## config.mk

```make
export PLATFORM = sky130hd
export DESIGN_NAME = shift_reg_univ_n
export DESIGN_NICKNAME = d
export VERILOG_FILES = /design/src/rtl/shift_reg_univ_n.sv
export SDC_FILE = /design/constraint.sdc
export NUM_CORES = 1
export LEC_CHECK = 0
export CAP_MARGIN = 20
export CELL_PAD_IN_SITES_DETAIL_PLACEMENT = 0
export CELL_PAD_IN_SITES_GLOBAL_PLACEMENT = 1
export CORE_MARGIN = 2
export CORE_UTILIZATION = 35
export CTS_CLUSTER_DIAMETER = 30
export DETAILED_ROUTE_END_ITERATION = 8
export PLACE_DENSITY_LB_ADDON = 0.25
export SYNTH_ARGS = -nofsm -noshare
export SYNTH_HDL_FRONTEND = slang
export SYNTH_SLANG_ARGS = --single-unit
```

## constraint.sdc

```tcl
create_clock -name CLK -period 2.1 [get_ports CLK]
set_input_delay 0.63 -clock CLK [delete_from_list [all_inputs] [get_ports CLK]]
set_output_delay 0.63 -clock CLK [all_outputs]
set_load 0.05 [all_outputs]
```

## src/rtl/shift_reg_univ_n.sv

```systemverilog
// Universal shift register with single-step modes and a counted burst shift.
// Define SHIFT_REG_ROTATE_EN to make rot=1 recirculate the shifted-out bit.
module shift_reg_univ_n #(
    parameter int unsigned WIDTH = 8,
    parameter int unsigned CNT_W = 4
) (
    input  logic             CLK,
    input  logic             Clear_b,
    input  logic             s1,
    input  logic             s0,
    input  logic [WIDTH-1:0] I_par,
    input  logic             MSB_in,
    input  logic             LSB_in,
    input  logic             start,
    input  logic [CNT_W-1:0] amount,
    input  logic             rot,
    output logic [WIDTH-1:0] A_par,
    output logic             busy,
    output logic             done
);

    typedef enum logic [1:0] {StIdle, StShift, StDone} state_e;

    state_e             state_q, state_d;
    logic [WIDTH-1:0]   a_q, a_d;
    logic [CNT_W-1:0]   cnt_q, cnt_d;
    logic               left_q, left_d;
    logic               msb_bit, lsb_bit;
    logic [WIDTH-1:0]   shr_val, shl_val;
    logic [1:0]         mode;

    assign mode = {s1, s0};

`ifdef SHIFT_REG_ROTATE_EN
    logic rot_q, rot_d, rot_sel;

    // A burst uses the rot value captured at acceptance, single steps use the live pin.
    always_comb begin
        rot_sel = (state_q == StShift) ? rot_q : rot;
        msb_bit = rot_sel ? a_q[0] : MSB_in;
        lsb_bit = rot_sel ? a_q[WIDTH-1] : LSB_in;
    end

    always_ff @(posedge CLK or negedge Clear_b) begin
        if (!Clear_b) begin
            rot_q <= 1'b0;
        end else begin
            rot_q <= rot_d;
        end
    end
`else
    logic unused_rot;
    assign unused_rot = rot;

    always_comb begin
        msb_bit = MSB_in;
        lsb_bit = LSB_in;
    end
`endif

    assign shr_val = {msb_bit, a_q[WIDTH-1:1]};
    assign shl_val = {a_q[WIDTH-2:0], lsb_bit};

    always_comb begin
        state_d = state_q;
        a_d     = a_q;
        cnt_d   = cnt_q;
        left_d  = left_q;
`ifdef SHIFT_REG_ROTATE_EN
        rot_d   = rot_q;
`endif
        unique case (state_q)
            StIdle: begin
                if (start && (mode == 2'b01 || mode == 2'b10)) begin
                    left_d  = (mode == 2'b10);
                    cnt_d   = amount;
`ifdef SHIFT_REG_ROTATE_EN
                    rot_d   = rot;
`endif
                    state_d = (amount != '0) ? StShift : StDone;
                end else begin
                    unique case (mode)
                        2'b00:   a_d = a_q;
                        2'b01:   a_d = shr_val;
                        2'b10:   a_d = shl_val;
                        default: a_d = I_par;
                    endcase
                end
            end
            StShift: begin
                a_d   = left_q ? shl_val : shr_val;
                cnt_d = cnt_q - 1'b1;
                if (cnt_q == CNT_W'(1)) begin
                    state_d = StDone;
                end
            end
            default: begin
                state_d = StIdle;
            end
        endcase
    end

    always_ff @(posedge CLK or negedge Clear_b) begin
        if (!Clear_b) begin
            state_q <= StIdle;
            a_q     <= '0;
            cnt_q   <= '0;
            left_q  <= 1'b0;
        end else begin
            state_q <= state_d;
            a_q     <= a_d;
            cnt_q   <= cnt_d;
            left_q  <= left_d;
        end
    end

    assign A_par = a_q;
    assign busy  = (state_q == StShift);
    assign done  = (state_q == StDone);

endmodule

```

# Yosys cells after proc, flatten, opt, wreduce, memory -nomap -nowiden
# Index checks and enable logic that the tools add are counted.
[word_totals] register_bits=15 in_bits=20 out_inout_bits=10 elab_cells=34
[op_classes] n_addsub=1 eq_ne=9 muxes=10 reduce_logical=10
[ops] op="8-bit one-hot mux with 3 select lines" n=1
[ops] op="8-bit two-way mux" n=2
[ops] op="8-bit one-hot mux with 2 select lines" n=1
[ops] op="4-bit one-hot mux with 2 select lines" n=1
[ops] op="2-bit two-way mux" n=3
[ops] op="2-bit != test (second input constant)" n=3
[ops] op="2-bit AND reduction" n=3
[ops] op="2-bit by 1-bit equality test with 1-bit output (second input constant)" n=2
[ops] op="2-bit equality test (second input constant)" n=2
[ops] op="4-bit by 1-bit equality test with 1-bit output (second input constant)" n=1
[ops] op="2-bit logical NOT" n=2
[ops] op="4-bit two-way mux" n=1
[ops] op="2-bit one-hot mux with 2 select lines" n=1
[ops] op="4-bit nonzero test" n=1
[ops] op="4-bit by 1-bit subtractor with 4-bit output (second input constant)" n=1
[ops] op="3-bit AND reduction" n=1
[ops] op="2-bit by 1-bit != test with 1-bit output (second input constant)" n=1
[ops] op="2-bit nonzero test" n=1
[ops] op="1-bit logical AND" n=1
[ops] op="1-bit logical OR" n=1

# Longest topological paths before layout
# Gate-level depths: netlist of run 1.
[depth] word_depth=5 ltp_mapped=7 mapped_depth_nobuf=5

# Worst setup path after synthesis of run 1
# No wires, ideal clock.
[synth_path] path_kind="in2reg" from="input port s1" to="register a_q[2], in the netlist A_par[2]" setup_ns=0.128 arrival_ns=1.838 required_ns=1.972 setup_slack_ns=0.134 cell_stages=7 path_buffers=2 cell_sequence="inv_1 ha_1 buf_2 a211oi_2 or2_1 buf_4 a31oi_2"
[synth_between] elab_chain_len=5 word_cells_on_any_way=11 cone_classes="eq/ne (4); mux (3); reduce/logical (4)"
[synth_rtl] element="start, declared" line="9" source="input logic s1,"
[synth_rtl] element="branches (longest 5 deep; another with 8-bit one-hot mux with 3 select lines)"
[synth_rtl] element="end signal, assigned" line="106" source="a_q <= '0;"
[synth_rtl] element="end signal, assigned" line="111" source="a_q <= a_d;"
[synth_rtl] element="end, declared" line="25" source="logic [WIDTH-1:0] a_q, a_d;"
# Parallel ways; which one is timed is not known. The select of a mux whose other input is x is not followed.
# A chain may end at the register's enable or synchronous reset.

# Worst setup path in the final report of run 1
[layout_path] from="register state_q[1]" to="output port busy"
[layout_between] elab_chain_len=1
[layout_rtl] element="start, declared" line="24" source="state_e state_q, state_d;"
[layout_rtl] element="start signal, assigned" line="105" source="state_q <= StIdle;"
[layout_rtl] element="start signal, assigned" line="110" source="state_q <= state_d;"
[layout_rtl] element="2-bit by 1-bit equality test with 1-bit output" line="118" source="assign busy = (state_q == StShift);"
[layout_rtl] element="end, declared" line="18" source="output logic busy,"
# Every way passes these cells.

==> key figures, run 1 <==
Status
  • Status: finished, final reports clean

Setup path
  • Slowest-stage cell, CP: dfrtp_1
  • Worst path arrival time: ~1.4 ns
  • R2R Path Start: state_q[1]
  • Critical path's largest stage delay: about 0.45 ns
  • Worst reg2reg setup slack: 0.51 ns
  • Bufs and invs on worst path: 2
  • Family with the most delay on the worst path: buffers and inverters
  • Crit path cell chain: nand2b_4 -> inv_2 -> buf_12
  • CP required: between 1 and 1.5 ns
  • Critical Path End Type: output pin
  • Critical path class: reg2out
  • CP Launch Type: flip-flop
  • R2R depth: 4
  • Max Fanout on Critical Path: 18
  • R2R Path End: cnt_q[3]

STA
  • RSZ-0062 raised after global routing: false
  • Worst slew pin tran: 0.3762 ns
  • Relative slew slack: 74.69%
  • FMAX: about 0.5 GHz
  • Final hold vios: 0
  • Hold_ws: just under 0.6 ns
  • Minimum clock period: approximately 2.0 ns
  • Final setup viols: 0
  • Crit share post-route: a little over nine tenths
  • Final Skew: 0.0003812 ns
  • Max Slew Vio Count: 0

Pwr
  • Peak supply drop: approximately 0.9 mV
  • P_leak: approximately 0.00063 uW
  • Pwr Density: ~1500 mW/mm2

Logic synthesis
  • Post-synth cell types: 34
  • Syn avg cell area: ~9.3 um2
  • Mapped Cells: ~120
  • Synthesized flop and latch total: 15
  • Sequential-to-total area share from yosys stat: about a third
  • Syn_nets: 142
  • Synth Cell Area: 0.001086 mm2
  • Synth warnings: 0

Layout
  • Antenna Cells: 0
  • Design Area, Final: 0.001499 mm2
  • Syn-to-layout area delta: 38.02%
  • Final core utilization: 49.92%
  • Fraction of layout cells with a size suffix above 1: a little over a quarter
  • Most frequent cells in the layout: clkdlybuf4s50_1 (18), buf_4 (18), dfrtp_1 (15)
  • Fillcell total: 290
  • Final #Nets: around 180

Hold path
  • WHS Path Cells: 2
  • WHS Endpoint: cnt_q[1]
  • Hold Startpoint: cnt_q[1]
  • Worst Hold Class: reg2reg

Floorplanning
  • Die X: ~60 um
  • Rows: 20
  • Core area: 0.003003 mm2
  • Die ar.: 0.003565 mm2
  • Initial Util: 36.17%
  • Die H: roughly 60 um
  • Ports: 30

Placement
  • I/O Buffers: 28
  • Routability Congestion: ~0.83
  • Hpwl dp: between 1500 and 2000 um
  • DP Area: around 0.0015 mm2

CTS
  • H-Tree Depth: 1
  • Post-CTS Setup Inserts: 0
  • CTS root buf: clkbuf_4
  • Clock Pin Slew Worst Setup and Hold Paths: approximately 0.1 ns
  • Clock tree sinks: 15
  • Latest clock arrival within the worst-skew pair: a little under 0.3 ns
  • CTS tree: done
  • CTS buffer count: 3
  • CTS Buffer Depth: 2

Global routing
  • Initial antenna violation count: 0
  • All-Layer GR Usage: around 17%
  • Largest net degree at the start of global routing: 19
  • Grt ovf: 0
  • Vias in the first global route: roughly 950
  • First-pass GRT wire length: between 4000 and 5000 um

Routing
  • Via density: 5.638
  • Drt pass-1 iters: 4
  • Routed len/inst: between 10 and 15 um
  • Post-route ant nets: 0
  • Vias: around 1000
  • Final WL: about 2800 um
  • Drt first-iter violations: 41
  • Drc violations: 0

Run
  • MaxCap Viol Count: 0
## metal layers
metal	vias to the layer above	global-route usage, %	share of wire, %
li1	505	-	-
met1	507	21.83	44
met2	31	27.95	50
met3	0	5.628	5.9
met4	0	1.905	0
met5	-	0	0
## worst max path at each step
stage / from / endpoint / cells past startpoint
floorplan: s1 / A_par[2] / 7
global placement: s1 / cnt_q[3] / 6
detailed placement: s0 / A_par[1] / 7
CTS: s0 / A_par[1] / 7
global route: state_q[1] / busy / 3
finish: state_q[1] / busy / 3
## registers in the layout, indices dropped and copies added (netlist names)
register,count
A_par,8
cnt_q,4
left_q,1
state_q,2
## per-stage QoR
step | power (uW) | setup slack, ns | std cells | setup TNS [ns]
after floorplan | 1643 | 0.1336 | 117 | 0
after detailed placement | 2051 | -0.2727 | 181 | -2.822
after global routing | 2387 | 0.0001222 | 185 | 0
after CTS | 2234 | 0.03376 | 185 | 0
final | 2227 | 0.06726 | 185 | 0
after global placement | 2024 | -0.2331 | 181 | -2.107
## power by group
part / switching [uW] / internal, uW
Clock: 102 / 73.8
Combinational: 776 / 627
Sequential: 212 / 438
## tightest hold or removal path, delay by kind of cell (launching register included)
kind | cells | cell delay [ns]
flops | 1 | 0.38
simple gates | 1 | 0.08
compound gates | 1 | 0.08
## cell families (layout without fill, tap and decap cells)
logic type                 Yosys count  after routing  synth area share (%)
adders and majority gates            5              5                 5.760
xor gates and xnor gates             1              1                0.8066
muxes                                9              9                 9.677
AOI/OAI and AO/OA                   31             31                 22.58
DFF                                 15             15                 34.56
buffers and inverters               14             49                 6.911
and+or+nand+nor                     42             42                 19.70
## area by class of cell
type                    instances  area, um2  area share [%]
flip-flops and latches         15      375.4           25.04
well taps                      33      41.29           2.755
inverters                       5      18.77           1.252
repair buffers                 40      386.6           25.79
clock buffers                   4      26.28           1.753
multi-input cells              88      650.6           43.41
## cells in the mapped netlist, drive strengths merged
library cell,count,area (um2)
nor2b,1,6.260
xor2,1,8.760
nor3b,1,7.510
nand2b,1,13.76
dfrtp,15,375.4
and4bb,1,12.51
ha,5,62.56
o22ai,1,6.260
mux2,9,105.1
a22oi,8,60.06
nand3,3,15.01
a211o,8,70.07
o221a,1,11.26
nand2,14,52.55
clkbuf,2,7.510
a211oi,1,12.51
nand4bb,1,11.26
o21ai,1,5.000
or2,1,6.260
nor3,9,45.04
inv,5,18.76
a22o,1,8.760
o211ai,2,15.01
buf,7,48.79
nor4,1,6.260
nor2,8,30.03
nand3b,1,7.510
a31oi,8,56.30
## repair_timing
| action | 4_1_cts | 5_1_grt |
|---|---|---|
| hold buffers | 0 | 0 |
| gates resized for setup | 0 | 3 |
| setup endpoints to repair | 0 | 9 |
(Power assumes the default switching activity.)
==> run 2, diff against run 1 <==
RECOVER_POWER = 25   (was unset)
==> key figures, run 2 (same netlist as run 1, synthesis figures left out) <==
Status
  • Status: finished, final reports clean (unchanged)

Setup path
  • Max Fanout on Critical Path: 18 (unchanged)
  • Worst path arrival time: 1.40 ns (about the same)
  • Critical Path End Type: output pin (unchanged)
  • Critical path class: reg2out (unchanged)
  • CP required: 1.47 ns (about the same)
  • CP Launch Type: flip-flop (unchanged)

CTS
  • CTS buffer count: 3 (unchanged)
  • Post-cts repair resize count: 0 (unchanged)
  • H-Tree Depth: 1 (unchanged)
  • CTS root buf: clkbuf_4 (unchanged)
  • Post-CTS Setup Inserts: 0 (unchanged)
  • Hold_buf cts: 0 (unchanged)
  • CTS tree: done (unchanged)
  • Clock Pin Slew Worst Setup and Hold Paths: 0.10 ns (about the same)
  • Clock tree sinks: 15 (unchanged)
  • Latest clock arrival within the worst-skew pair: 0.29 ns (about the same)
  • CTS Buffer Depth: 2 (unchanged)

Global routing
  • Vias in the first global route: 946 (unchanged)
  • All-Layer GR Usage: 16.80% (unchanged)
  • First-pass GRT wire length: 4526 um (unchanged)
  • Largest net degree at the start of global routing: 19 (unchanged)
  • Initial antenna violation count: 0 (unchanged)
  • Grt ovf: 0 (unchanged)

Hold path
  • Worst Hold Class: reg2reg (unchanged)

Floorplanning
  • Initial Util: 36.17% (unchanged)
  • Rows: 20 (unchanged)
  • Core area: 0.003003 mm2 (unchanged)
  • Ports: 30 (unchanged)
  • Die ar.: 0.003565 mm2 (unchanged)
  • Die X: 59.71 um (unchanged)
  • Die H: 59.71 um (unchanged)

Routing
  • Drt first-iter violations: 38 (was 41)
  • Final WL: 2746 um (was 2765 um)
  • Vias: 1039 (was 1043)
  • Via density: 5.616 (was 5.638)
  • Routed len/inst: 14.84 um (was 14.95 um)
  • Drc violations: 0 (unchanged)
  • Post-route ant nets: 0 (unchanged)
  • Drt pass-1 iters: 4 (unchanged)

STA
  • Hold_ws: 0.5772 ns (unchanged)
  • Final setup margin: 0.06625 ns (was 0.06726 ns)
  • Worst slew pin tran: 0.8702 ns (was 0.3762 ns)
  • Setup TNS: 0 ns (unchanged)
  • Relative slew slack: 41.99% (was 74.69%)
  • Max Slew Vio Count: 0 (unchanged)
  • Final setup viols: 0 (unchanged)
  • RSZ-0062 raised after global routing: false (unchanged)
  • Final Skew: 0.0003812 ns (unchanged)
  • Minimum clock period: 2.034 ns (was 2.033 ns)
  • Crit share post-route: 96.85% (was 96.80%)
  • Final hold vios: 0 (unchanged)
  • FMAX: 0.4917 GHz (was 0.4919 GHz)

Run
  • MaxCap Viol Count: 0 (unchanged)

Layout
  • Antenna Cells: 0 (unchanged)
  • Fraction of layout cells with a size suffix above 1: 26.32% (was 26.97%)
  • Most frequent cells in the layout: clkdlybuf4s50_1 (17), buf_4 (17), dfrtp_1 (15) (was clkdlybuf4s50_1 (18), buf_4 (18), dfrtp_1 (15))
  • Final core utilization: 49.79% (was 49.92%)
  • Fillcell total: 292 (was 290)
  • Final #Nets: 178 (unchanged)
  • Syn-to-layout area delta: 37.67% (was 38.02%)
  • Max reg flops: 8 (unchanged)
  • Register area: 375.4 um2 (unchanged)
  • Multi-input logic area: 650.6 um2 (unchanged)
  • Design Area, Final: 0.001495 mm2 (was 0.001499 mm2)

Placement
  • Hpwl dp: 1992 um (unchanged)
  • Routability Congestion: 0.8275 (unchanged)
  • Worst slack, placed: -0.2727 ns (unchanged)
  • I/O Buffers: 28 (unchanged)
  • DP Area: 0.001454 mm2 (unchanged)

Pwr
  • Pwr Density: 1488 mW/mm2 (was 1486 mW/mm2)
  • P_leak: 0.0006293 uW (was 0.0006326 uW)
  • Peak supply drop: 0.9037 mV (was 0.9045 mV)
[run 2: changes by cell type in the layout (fill, tap and decap cells not counted)]
cell | before | now
buf_4 | 18 | 17
dlygate4sd3_1 | 0 | 1
clkbuf_1 | 1 | 2
clkdlybuf4s50_1 | 18 | 17
[run 2: critical path, cell delays in order, from the launching register on]
cell	delay, ns
dfrtp_1	0.45
nand2b_4	0.19
inv_2	0.28
buf_12	0.19
[run 2: routing by layer]
metal / share of wire (%) / vias up / GRT usage, %
li1: - / 505 / -
met4: 0 / 0 / 1.905
met3: 5.2 / 0 / 5.628
met2: 50 / 30 / 27.95
met1: 45 / 504 / 21.83
met5: 0 / - / 0
[run 2: area by class of cell]
cell class | instances | area share, %
inverters | 5 | 1.255
well taps | 33 | 2.762
repair buffers | 40 | 25.61
flip-flops and latches | 15 | 25.10
multi-input cells | 88 | 43.51
clock buffers | 4 | 1.757
[run 2: worst paths after layout]
kind                             from  depth (start not counted)        to  slack (ns)
min in group asynchronous     Clear_b                          2  cnt_q[2]        0.96
min reg2reg                  cnt_q[1]                          2  cnt_q[1]        0.58
min                          cnt_q[1]                          2  cnt_q[1]        0.58
max in group asynchronous     Clear_b                          2  A_par[1]        0.61
max                        state_q[1]                          3      busy        0.07
max reg2reg                state_q[1]                          4  cnt_q[3]        0.51
[run 2: per-stage QoR]
stage,cells,total power (uW)
floorplan,117,1643
global placement,181,2024
detailed placement,181,2051
CTS,185,2234
global route,185,2385
finish,185,2225
[run 2: report_power, final]
part	internal (uW)	switching [uW]	total (uW)
logic	626	776	1400
clock network	73.8	102	175
registers	438	211	648
total	1140	1090	2230
==> run 3, diff against run 2 <==
CORE_MARGIN = unset   (was 2)
==> key figures, run 3 (same netlist as run 1, synthesis figures left out) <==
Status
  • Status: finished, violations left (was finished, final reports clean)
  • Failing checks: DRC

Run
  • MaxCap Viol Count: 0 (unchanged)

Placement
  • Placed cell count: 181 (unchanged)
  • Worst slack, placed: -0.2918 ns (was -0.2727 ns)
  • DP Area: 0.001454 mm2 (unchanged)
  • I/O Buffers: 28 (unchanged)
  • Hpwl dp: 2001 um (was 1992 um)
  • Routability Congestion: 0.7590 (was 0.8275)

Floorplanning
  • Ports: 30 (unchanged)
  • Die H: 57.71 um (was 59.71 um)
  • Rows: 19 (was 20)
  • Core area: 0.002853 mm2 (was 0.003003 mm2)
  • Die X: 57.71 um (was 59.71 um)
  • Die ar.: 0.003330 mm2 (was 0.003565 mm2)
  • Initial Util: 38.07% (was 36.17%)

Layout
  • Final Non-Filler Cells: 185 (unchanged)
  • Antenna Cells: 0 (unchanged)
  • Fraction of layout cells with a size suffix above 1: 27.92% (was 26.32%)
  • Syn-to-layout area delta: 37.79% (was 37.67%)
  • Most frequent cells in the layout: buf_4 (20), clkdlybuf4s50_1 (17), dfrtp_1 (15) (was clkdlybuf4s50_1 (17), buf_4 (17), dfrtp_1 (15))
  • Final #Nets: 180 (was 178)
  • Max reg flops: 8 (unchanged)
  • Final core utilization: 52.46% (was 49.79%)
  • Most common cell after layout, fill and taps aside: buf_4
  • Fillcell total: 282 (was 292)
  • Design Area, Final: 0.001496 mm2 (was 0.001495 mm2)

STA
  • FMAX: 0.5005 GHz (was 0.4917 GHz)
  • Final setup margin: 0.1018 ns (was 0.06625 ns)
  • Final setup viols: 0 (unchanged)
  • Minimum clock period: 1.998 ns (was 2.034 ns)
  • Crit share post-route: 95.15% (was 96.85%)
  • Worst slew pin tran: 0.8706 ns (was 0.8702 ns)
  • Final Skew: 0.005511 ns (was 0.0003812 ns)
  • Max Slew Vio Count: 0 (unchanged)
  • Relative slew slack: 41.96% (was 41.99%)
  • Final hold vios: 0 (unchanged)
  • RSZ-0062 raised after global routing: false (unchanged)

CTS
  • Post-CTS Setup Inserts: 0 (unchanged)
  • CTS buffer count: 3 (unchanged)
  • H-Tree Depth: 1 (unchanged)
  • CTS root buf: clkbuf_4 (unchanged)
  • Clock Pin Slew Worst Setup and Hold Paths: 0.10 ns (about the same)
  • Hold_buf cts: 0 (unchanged)
  • Clock tree sinks: 15 (unchanged)
  • Latest clock arrival within the worst-skew pair: 0.29 ns (about the same)
  • Post-cts repair resize count: 0 (unchanged)
  • CTS Buffer Depth: 2 (unchanged)
  • CTS tree: done (unchanged)

Global routing
  • First-pass GRT wire length: 4754 um (was 4526 um)
  • Grt ovf: 0 (unchanged)
  • Vias in the first global route: 1017 (was 946)
  • Initial antenna violation count: 0 (unchanged)
  • All-Layer GR Usage: 18.43% (was 16.80%)
  • Largest net degree at the start of global routing: 18 (was 19)

Setup path
  • Critical path class: in2reg (was reg2out)
  • Critical Path End Type: flip-flop (was output pin)
  • Worst path arrival time: 2.19 ns (was 1.40 ns)
  • Crit path cell chain: clkdlybuf4s50_1 -> inv_1 -> ha_4 -> and4bb_2 -> mux2_4 -> o221a_1 (was nand2b_4 -> inv_2 -> buf_12)
  • Critical path's largest stage delay: 0.48 ns (was 0.45 ns)
  • Bufs and invs on worst path: 2 (unchanged)
  • Slowest-stage cell, CP: clkdlybuf4s50_1 (was dfrtp_1)
  • Max Fanout on Critical Path: 4 (was 18)
  • CP Launch Type: input port (was flip-flop)
  • Family with the most delay on the worst path: buffers and inverters (unchanged)
  • CP required: 2.29 ns (was 1.47 ns)

Pwr
  • P_int: 1132 uW (was 1137 uW)
  • P_leak: 0.0006350 uW (was 0.0006293 uW)
  • Sw frac: 49.21% (was 48.91%)
  • Part of the power in registers: 29.3% (was 29.1%)
  • Pwr Density: 1490 mW/mm2 (was 1488 mW/mm2)
  • Peak supply drop: 0.8084 mV (was 0.9037 mV)
  • Clock power frac: 8.0% (was 7.9%)
  • Logic pwr share: 62.7% (was 63.0%)
  • P_sw: 1097 uW (was 1088 uW)

Routing
  • Post-route ant nets: 0 (unchanged)
  • Drt pass-1 iters: 6 (was 4)
  • Drt first-iter violations: 32 (was 38)
  • Drc violations: 2 (was 0)
  • Via density: 5.584 (was 5.616)
  • Routed len/inst: 15.16 um (was 14.84 um)
  • Final WL: 2805 um (was 2746 um)
  • Vias: 1033 (was 1039)

Hold path
  • Worst Hold Class: reg2reg (unchanged)
## run 3: layout make-up
cell class | instances | area (um2) | area share, %
clock buffer | 3 | 22.52 | 1.505
clock inverter | 1 | 5.005 | 0.3344
inverter | 5 | 18.77 | 1.254
multi-input combinational | 88 | 650.6 | 43.48
sequential | 15 | 375.4 | 25.08
tap | 31 | 38.79 | 2.592
timing repair buffer | 42 | 385.4 | 25.75
## run 3: power by group through the flow
stage | sequential [uW] | clock, uW | combinational (uW)
3_3_place_gp | 650 | 0 | 1380
4_1_cts | 654 | 185 | 1400
2_1_floorplan | 858 | 0 | 786
3_5_place_dp | 656 | 0 | 1390
6_report | 652 | 179 | 1400
5_1_grt | 685 | 195 | 1510
## run 3: stage by stage
step	power [uW]	TNS, ns	hold slack, ns
floorplan	1643	0	0.3344
global placement	2027	-2.109	0.5473
detailed placement	2050	-2.704	0.5571
CTS	2241	0	0.5785
global route	2389	0	0.6148
finish	2229	0	0.5723
## run 3: worst paths after layout
path | startpoint | to | slack (ns) | cells after the start
max in group asynchronous | Clear_b | A_par[2] | 0.62 | 2
worst max-delay path | s1 | cnt_q[3] | 0.10 | 6
min in group asynchronous | Clear_b | cnt_q[2] | 0.95 | 2
worst max register to register | state_q[1] | A_par[3] | 0.46 | 6
worst min-delay path | cnt_q[0] | cnt_q[0] | 0.57 | 1
worst min register to register | cnt_q[0] | cnt_q[0] | 0.57 | 1
## run 3: per-layer routing
metal / vias up / GRT usage, % / wire length, um
met5: - / 0 / 0
met4: 0 / 3.741 / 17
met3: 2 / 4.911 / 157
met2: 31 / 31.89 / 1376
met1: 491 / 23.25 / 1254
li1: 509 / - / -
## run 3: worst reg2reg max path: cells and delay by family, from the launching register on
kind	cells	cell delay, ns
simple gates	2	0.37
compound gates	1	0.07
buf+inv	3	0.64
flops	1	0.44
